**src/rtl/dm_pkg.sv**
```systemverilog
// Shared definitions for the multi-cycle data memory.
// Holds the access type codes and the controller state encoding.
package dm_pkg;

  localparam logic [2:0] DM_WORD   = 3'b000;
  localparam logic [2:0] DM_HALF   = 3'b001;
  localparam logic [2:0] DM_HALF_U = 3'b010;
  localparam logic [2:0] DM_BYTE   = 3'b011;
  localparam logic [2:0] DM_BYTE_U = 3'b100;

  typedef enum logic [1:0] {
    S_IDLE = 2'd0,
    S_BUSY = 2'd1,
    S_RESP = 2'd2
  } state_t;

endpackage

```
**src/rtl/dm_align_ext.sv**
```systemverilog
// Alignment check, byte-lane mask and load extension for one access.
// Purely combinational; the raw word is the aligned 32-bit word holding the address.
module dm_align_ext
  import dm_pkg::*;
(
  input  logic [2:0]  typ,
  input  logic [1:0]  addr_lo,
  input  logic        in_range,
  input  logic [31:0] raw,
  output logic [3:0]  be,
  output logic        err,
  output logic [31:0] ext
);

  logic [31:0] shifted;

  // Lanes are selected by shifting the addressed byte down to bit 0 first.
  always_comb begin
    be      = 4'b0000;
    err     = 1'b0;
    ext     = '0;
    shifted = raw >> {addr_lo, 3'b000};
    case (typ)
      DM_WORD: begin
        be  = 4'b1111;
        err = (addr_lo != 2'b00);
        ext = raw;
      end
      DM_HALF, DM_HALF_U: begin
        be  = 4'b0011 << addr_lo;
        err = addr_lo[0];
        ext = (typ == DM_HALF) ? {{16{shifted[15]}}, shifted[15:0]}
                               : {16'h0000, shifted[15:0]};
      end
      DM_BYTE, DM_BYTE_U: begin
        be  = 4'b0001 << addr_lo;
        ext = (typ == DM_BYTE) ? {{24{shifted[7]}}, shifted[7:0]}
                               : {24'h000000, shifted[7:0]};
      end
      default: err = 1'b1;
    endcase
    if (!in_range) begin
      err = 1'b1;
    end
    if (err) begin
      be = 4'b0000;
    end
  end

endmodule

```
**src/rtl/dm_ctrl.sv**
```systemverilog
// Multi-cycle byte-addressed data memory with valid/ready request side
// and a single-cycle response pulse after a configurable latency.
module dm_ctrl
  import dm_pkg::*;
#(
  parameter int ADDR_W      = 8,
  parameter int DEPTH_BYTES = 256,
  parameter int LAT         = 2
) (
  input  logic              clk,
  input  logic              rst,
  input  logic              req_valid,
  output logic              req_ready,
  input  logic              req_we,
  input  logic [ADDR_W-1:0] req_addr,
  input  logic [2:0]        req_type,
  input  logic [31:0]       req_wdata,
  input  logic              dbg_freeze,
  output logic              rsp_valid,
  output logic [31:0]       rsp_rdata,
  output logic              rsp_err
);

  localparam int IDX_W = $clog2(DEPTH_BYTES);

  state_t state, state_next;
  logic [3:0] cnt, cnt_next;
  logic accept, access;

  logic              cap_we, cap_freeze;
  logic [ADDR_W-1:0] cap_addr;
  logic [2:0]        cap_type;
  logic [31:0]       cap_wdata;

  logic [7:0] mem [DEPTH_BYTES];

  logic [IDX_W-1:0] base;
  logic             in_range;
  logic [31:0]      raw, wshift, ext;
  logic [3:0]       be;
  logic             align_err, acc_err, do_write;

  always_ff @(posedge clk or negedge rst) begin
    if (!rst) begin
      state <= S_IDLE;
      cnt   <= 4'd0;
    end else begin
      state <= state_next;
      cnt   <= cnt_next;
    end
  end

  always_comb begin
    state_next = state;
    cnt_next   = cnt;
    accept     = 1'b0;
    access     = 1'b0;
    case (state)
      S_IDLE: begin
        if (req_valid) begin
          accept     = 1'b1;
          cnt_next   = 4'(LAT - 1);
          state_next = S_BUSY;
        end
      end
      S_BUSY: begin
        if (cnt != 4'd0) begin
          cnt_next = cnt - 4'd1;
        end else begin
          access     = 1'b1;
          state_next = S_RESP;
        end
      end
      S_RESP:  state_next = S_IDLE;
      default: state_next = S_IDLE;
    endcase
  end

  assign req_ready = (state == S_IDLE);
  assign rsp_valid = (state == S_RESP);

  // Request fields are frozen at accept so later input changes cannot leak in.
  always_ff @(posedge clk or negedge rst) begin
    if (!rst) begin
      cap_we     <= 1'b0;
      cap_freeze <= 1'b0;
      cap_addr   <= '0;
      cap_type   <= DM_WORD;
      cap_wdata  <= '0;
    end else if (accept) begin
      cap_we     <= req_we;
      cap_freeze <= dbg_freeze;
      cap_addr   <= req_addr;
      cap_type   <= req_type;
      cap_wdata  <= req_wdata;
    end
  end

  assign in_range = ({1'b0, cap_addr} < (ADDR_W + 1)'(DEPTH_BYTES));
  assign base     = {cap_addr[IDX_W-1:2], 2'b00};
  assign wshift   = cap_wdata << {cap_addr[1:0], 3'b000};

  always_comb begin
    raw = '0;
    for (int k = 0; k < 4; k++) begin
      raw[8*k +: 8] = mem[base | IDX_W'(k)];
    end
  end

  dm_align_ext u_align (
    .typ      (cap_type),
    .addr_lo  (cap_addr[1:0]),
    .in_range (in_range),
    .raw      (raw),
    .be       (be),
    .err      (align_err),
    .ext      (ext)
  );

  assign acc_err  = align_err | (cap_we & cap_freeze);
  assign do_write = access & cap_we & ~acc_err;

  always_ff @(posedge clk or negedge rst) begin
    if (!rst) begin
      for (int i = 0; i < DEPTH_BYTES; i++) begin
        mem[i] <= 8'h00;
      end
    end else if (do_write) begin
      for (int k = 0; k < 4; k++) begin
        if (be[k]) begin
          mem[base | IDX_W'(k)] <= wshift[8*k +: 8];
        end
      end
    end
  end

  // Response data holds its value between pulses; stores and errors report zero.
  always_ff @(posedge clk or negedge rst) begin
    if (!rst) begin
      rsp_rdata <= '0;
      rsp_err   <= 1'b0;
    end else if (access) begin
      rsp_err   <= acc_err;
      rsp_rdata <= (acc_err | cap_we) ? 32'h0 : ext;
    end
  end

endmodule
```
**config.mk**
```make
export PLATFORM = sky130hd
export DESIGN_NAME = dm_ctrl
export DESIGN_NICKNAME = d
export VERILOG_FILES = /design/src/rtl/dm_pkg.sv /design/src/rtl/dm_align_ext.sv /design/src/rtl/dm_ctrl.sv
export SDC_FILE = /design/constraint.sdc
export NUM_CORES = 2
export LEC_CHECK = 0
export BUFFER_PORTS_ARGS = -buffer_cell sky130_fd_sc_hd__buf_2
export CAP_MARGIN = 20
export CORE_AREA = 2 2 562 564
export DETAILED_ROUTE_END_ITERATION = 8
export DIE_AREA = 0 0 564 566
export PLACE_DENSITY = 0.52
export SLEW_MARGIN = 20
export SYNTH_ARGS = -nofsm -noshare
export SYNTH_HDL_FRONTEND = slang
export SYNTH_SLANG_ARGS = --single-unit
```
**constraint.sdc**
```tcl
create_clock -name clk -period 9.5 [get_ports clk]
set_clock_uncertainty 0.15 [all_clocks]
set_input_delay 2.375 -clock clk [delete_from_list [all_inputs] [get_ports clk]]
set_output_delay 2.375 -clock clk [all_outputs]
set_load 0.01 [all_outputs]
```
# After elaboration in Yosys (flattened, before gate mapping)
# Cells that the tools add are included.
[word_totals]
input_bits = 48
elab_cells = 358
ff_bits = 2132
out_inout_bits = 35
[classes]
addsub = 1
n_eq_ne = 9
n_shift = 4
bitwise_logic = 10
muxes = 48
n_lt_le_gt_ge = 8
reduce_logical = 13
[ops]
columns = ["operator", "count"]
rows = [
  ["two-way mux 2048 bit", 7],
  ["bitwise mux 2048 bit", 4],
  ["binary-select mux 8 bit (select 8 bit)", 4],
  ["demux 8 bit (select 8 bit)", 4],
  ["two-way mux 32 bit", 3],
  ["two-way mux 8 bit", 12],
  ["case mux 32 bit (3 select lines)", 1],
  ["greater-or-equal comparator 9 bit (second input constant)", 4],
  ["< comparator 9 x 1 -> 1 bit (second input constant)", 4],
  ["inverter 8 -> 9 bit", 4],
  ["<< shifter 32 x 5 -> 32 bit", 1],
  [">> shifter 32 x 5 -> 16 bit", 1],
  ["two-way mux 4 bit", 3],
  ["case mux 4 bit (3 select lines)", 1],
  ["case mux 4 bit (2 select lines)", 1],
  ["== test 3 x 2 -> 1 bit (second input constant)", 2],
  ["!= test 2 bit (second input constant)", 3],
  ["logical AND 1 bit", 4],
  ["two-way mux 1 bit", 4],
  ["two-way mux 2 bit", 2],
  ["case mux 2 bit (2 select lines)", 1],
  ["nonzero test 2 bit", 2],
  ["nonzero test 4 bit", 1],
  ["OR reduction 2 bit", 2],
  ["15 further kinds", 18],
]

# Depth between registers and ports, before layout
[logic_depth]
depth_word = 16
depth_mapped = 16
ltp_nobuf = 11

# By module
# A second synthesis with hierarchy kept.
[hier_totals]
cells_unflattened = 9597
area_unflattened_um2 = 93039.2
[modules_own_cells]
columns = ["mod", "cells_per_inst", "seq_area_each_um2", "area_per_inst_um2", "instances"]
rows = [
  ["dm_ctrl", 9456, 53351.2, 91987.0, 1],
  ["dm_align_ext", 141, 0.0, 1052.3, 1],
]

# Worst setup path after synthesis
# No wires, ideal clock.
[synth_path]
kind = "input to register"
start = "input port req_valid"
end = "register cap_wdata[10]"
t_arrival_ns = 3.453
setup_ns = 0.125
path_buffers = 2
setup_slack_ns = 5.772
path_stages = 4
cell_sequence = "and2_1 clkbuf_1 buf_1 mux2_2"
[synth_between]
elab_chain_len = 2
[synth_rtl]
columns = ["element", "line", "text"]
rows = [
  ["from (decl)", "dm_ctrl.sv:12", "input logic req_valid,"],
  ["two-way mux 1 bit", "dm_ctrl.sv:60", "if (req_valid) begin"],
  ["two-way mux 1 bit", "dm_ctrl.sv:58", "case (state)"],
  ["to (signal assigned)", "dm_ctrl.sv:95", "cap_wdata <= req_wdata;"],
  ["to (decl)", "dm_ctrl.sv:33", "logic [31:0] cap_wdata;"],
]
# No other way between the ends.
# A chain may end at the register's enable or synchronous reset.

# Worst setup path in the final report
[layout_path]
start = "register cap_addr[2]"
end = "register rsp_rdata[1]"
[layout_between]
elab_chain_len = 8
word_cells_on_any_way = 21
[layout_rtl]
columns = ["element", "line", "text"]
rows = [
  ["from (decl)", "dm_ctrl.sv:31", "logic [ADDR_W-1:0] cap_addr;"],
  ["from (signal assigned)", "dm_ctrl.sv:93", "cap_addr <= req_addr;"],
  ["inverter 8 -> 9 bit (not written as such)", "dm_ctrl.sv:106", "raw[8*k +: 8] = mem[base | IDX_W'(k)];"],
  ["binary-select mux 8 bit (select 8 bit)", "dm_ctrl.sv:106", ""],
  ["two-way mux 8 bit (not written as such) (2 in a row)", "dm_ctrl.sv:106", ""],
  [">> shifter 32 x 5 -> 16 bit", "dm_align_ext.sv:22", "shifted = raw >> {addr_lo, 3'b000};"],
  ["two-way mux 32 bit, on equally long branches", "dm_align_ext.sv:37, dm_align_ext.sv:32", ""],
  ["case mux 32 bit (3 select lines) *", "dm_align_ext.sv:23", "case (typ)"],
  ["two-way mux 32 bit *", "dm_ctrl.sv:144", "rsp_rdata <= (acc_err | cap_we) ? 32'h0 : ext;"],
  ["to (signal assigned)", "dm_ctrl.sv:144", ""],
  ["to (decl)", "dm_ctrl.sv:20", "output logic [31:0] rsp_rdata,"],
]
# Every way passes the cells marked *; elsewhere a longest branch is shown, timed or not. The select of a mux whose other input is x is not followed.

==> metrics.csv <==
stage;metric;value;unit
outcome;outcome;complete, no violations;
clock_network;post-CTS setup buffer count;0;
route;antenna viol nets, final;0;
route;average wire per standard cell;27.28;um
global_route;grt peak-use layer;met2;
critical_path;Slowest cell on crit path;buf_4;
yosys;area share of the leading cell type in the synthesized netlist;56.91;%
critical_path;critical path class;reg -> reg;
global_route;total overflow reported by the global router;0;
critical_path;Bufs and invs on worst path;3;
power;Leak Pwr;47.11;nW
sta;RSZ-0062 raised after global routing;no;
die;Die W;564;um
yosys;Seq cells post-synth;2132;
yosys;Async SR Flop Fraction;100.0;%
sta;maximum clock frequency;174.6;MHz
place;Placer Congestion;0.8883;
die;Site Rows;206;
power;Power Dens Cells;272.8;nW/um^2
route;drt drc;0;
global_route;initial antenna violation count;12;
clock_network;CTS resizes;0;
route;DR iter-0 viols;6972;
yosys;most frequent cells after synthesis;2132 x dfrtp_1, 1325 x nand2_1, 1101 x o21ai_0, 700 x nor2_1, 665 x mux2_2;
global_route;first-pass GRT wire length;510200;um
clock_network;Clk pin slew, worst setup/hold paths;0.06;ns
die;Die Footprint;319200;sq um
run;number of max-cap violations;0;
power;Peak VDD IR;0.5689;mV
clock_network;TritonCTS buffer count;224;
global_route;vias in the first global route;69670;
yosys;Post-Synthesis Cells;8757;
clock_network;clock sinks;2132;
clock_network;hold-fix buffers at CTS;0;
critical_path;delay-heaviest family, CP;buffers and inverters;
die;height of the die;566;um
route;vias;70530;
yosys;cell taking the most area after synthesis;dfrtp_1;
sta;fin crit period;5.727;ns
sta;worst rel slew slack;21.23;%
yosys;register area share after synthesis;56.91;%
clock_network;Clock Latency Late Sink;0.90;ns
sta;post-route setup TNS;0;ns
sta;Tcrit/Tclk final;60.28;%
route;final WL;352300;um
global_route;largest net degree at the start of global routing;189;
critical_path;max incr delay on CP;0.75;ns
yosys;Avg Cell Area, Syn;10.70;sq um
yosys;count leader, synth;dfrtp_1;
yosys;Synth Net Count;8807;
route;via-per-instance ratio;5.462;
critical_path;crit path cell chain;buf_12, buf_4, mux4_2, a221oi_1, o22ai_1, nor4_1, buf_4, nand3_1, a21oi_1, o211ai_1;
clock_network;CTS tree;done;
yosys;synth unique cells;92;
global_route;met2 GRT Util;33.73;%
global_route;met1 global-route usage;28.76;%
critical_path;CP dominant cell by count;buf_4;
hold_path;Hold WC Path Type;reg -> reg;
critical_path;Worst Path Arrival;6.28;ns
sta;minimum hold slack;0.3252;ns
yosys;number of enable flip-flop cells after synthesis;0;
yosys;Main synth FF type;dfrtp_1;
place;input/output buffers;82;
die;Initial Util;29.91;%
sta;Max Slew Vio Count;0;
clock_network;Clock Path Buffers;3;
critical_path;CP endpoint kind;register;
layout;Layout Nets;8611;
global_route;Total Routing Usage GR;21.73;%
critical_path;CP max FO;79;
clock_network;H-tree levels;4;
place;HPWL after DPL;219800;um
yosys;mapped cell area;93740;sq um
clock_network;clk root buf;clkbuf_16;
yosys;Synth area leaders;dfrtp_1 57%, mux2_2 8.0%, o21ai_0 5.9%;
global_route;met3 GRT Util;3.955;%
die;IO Pins;83;
critical_path;worst endpoint required time;10.05;ns
layout;share of cells above drive strength 1;17.99;%
critical_path;kind of start point of the critical path;register;
route;number of iterations in the first detailed-routing pass;6;
die;Core Area;313400;sq um
yosys;Ys Warns;0;
sta;Worst-Margin Slew;1.179;ns
sta;final setup vio count;0;
sta;Final Hold Fails;0;
layout;P&R area growth vs syn;13.44;%
-- kinds of logic after synthesis --
| logic type | after synthesis | synth area share [%] |
|---|---|---|
| xor gates and xnor gates | 5 | 0.04673 |
| AOI/OAI and AO/OA | 2635 | 16.97 |
| adders and majority gates | 2 | 0.02669 |
| buffers and inverters | 722 | 3.473 |
| DFF | 2132 | 56.91 |
| and+or+nand+nor | 2241 | 9.749 |
| muxes | 1020 | 12.82 |
-- worst paths after layout --
kind | startpoint | to | slack (ns) | depth (start not counted)
max | cap_addr[2] | rsp_rdata[1] | 3.77 | 10
max reg2reg | cap_addr[2] | rsp_rdata[1] | 3.77 | 10
min in group asynchronous | rst | mem[1331] | 1.23 | 1
min reg2reg | mem[538] | mem[538] | 0.33 | 2
min | mem[538] | mem[538] | 0.33 | 2
max in group asynchronous | rst | mem[1739] | 5.63 | 4
-- report_power, final --
| part | leakage (nW) | switching, mW | total [mW] | internal (mW) |
|---|---|---|---|---|
| Combinational | 13.6 | 7.99 | 9.91 | 1.92 |
| Sequential | 29.7 | 0.441 | 9.84 | 9.40 |
| Clock | 3.80 | 3.86 | 9.26 | 5.40 |
-- cell type report --
class,count,area [sq um]
inverters,11,48.80
diodes,3,7.507
well taps,4160,5205
clock inverters,83,1071
clock buffers,333,6660
repair buffers,289,2285
multi-input cells,5903,37690
fillers,31510,207100
flip-flops and latches,2132,53370
-- metal layers --
layer	part of all wire, %	wire (um)
met2	45	159300
met5	0.0023	8
met1	41	146200
met3	7.2	25390
met4	6.1	21470
-- per-stage QoR --
step	setup WS [ns]	instance area (sq um)	util [%]	std cells	total power, mW
3_5_place_dp	3.944	98460	31.42	12490	19.69
4_1_cts	3.929	106200	33.88	12910	28.92
6_report	3.773	106300	33.93	12910	29.01
3_3_place_gp	3.945	98360	31.38	12490	19.62
5_1_grt	3.710	106300	33.93	12910	29.70
2_1_floorplan	5.772	93740	-	8757	14.58
-- tightest hold or removal path, stage by stage (launching register included) --
cell and delay [ns]:
dfrtp_1 0.34, nand2_1 0.04, o21ai_0 0.06
-- cell usage in the layout (no fill, tap or decap), types with 24 or more instances in the layout --
cell type  netlist  final
clkbuf_1       439     49
nand4_1         24     24
a22oi_1        282    282
clkbuf_8         0     56
o21ai_0       1101   1101
a221o_1         53     53
mux4_2          76     76
buf_4           37    181
a211oi_1        34     34
a31oi_1         35     34
nor2_2           0     46
nor2_1         700    651
nand2_2         11     28
a221oi_1       127    127
buf_2          182     81
clkinv_2         0     40
a21oi_1        660    644
mux2_2         665    665
nand2_1       1325   1307
o22ai_1         79     79
clkbuf_16        0    228
a22o_1          83     83
dfrtp_1       2132   2126
mux2i_1        269    269
-- sequential cells by signal (all words and copies together) (netlist names) --
signal,flops
state,2
cap_freeze,1
rsp_err,1
mem,2048
cnt,4
rsp_rdata,32
cap_we,1
cap_addr,8
cap_type,3
cap_wdata,32
(Power assumes the default switching activity.)
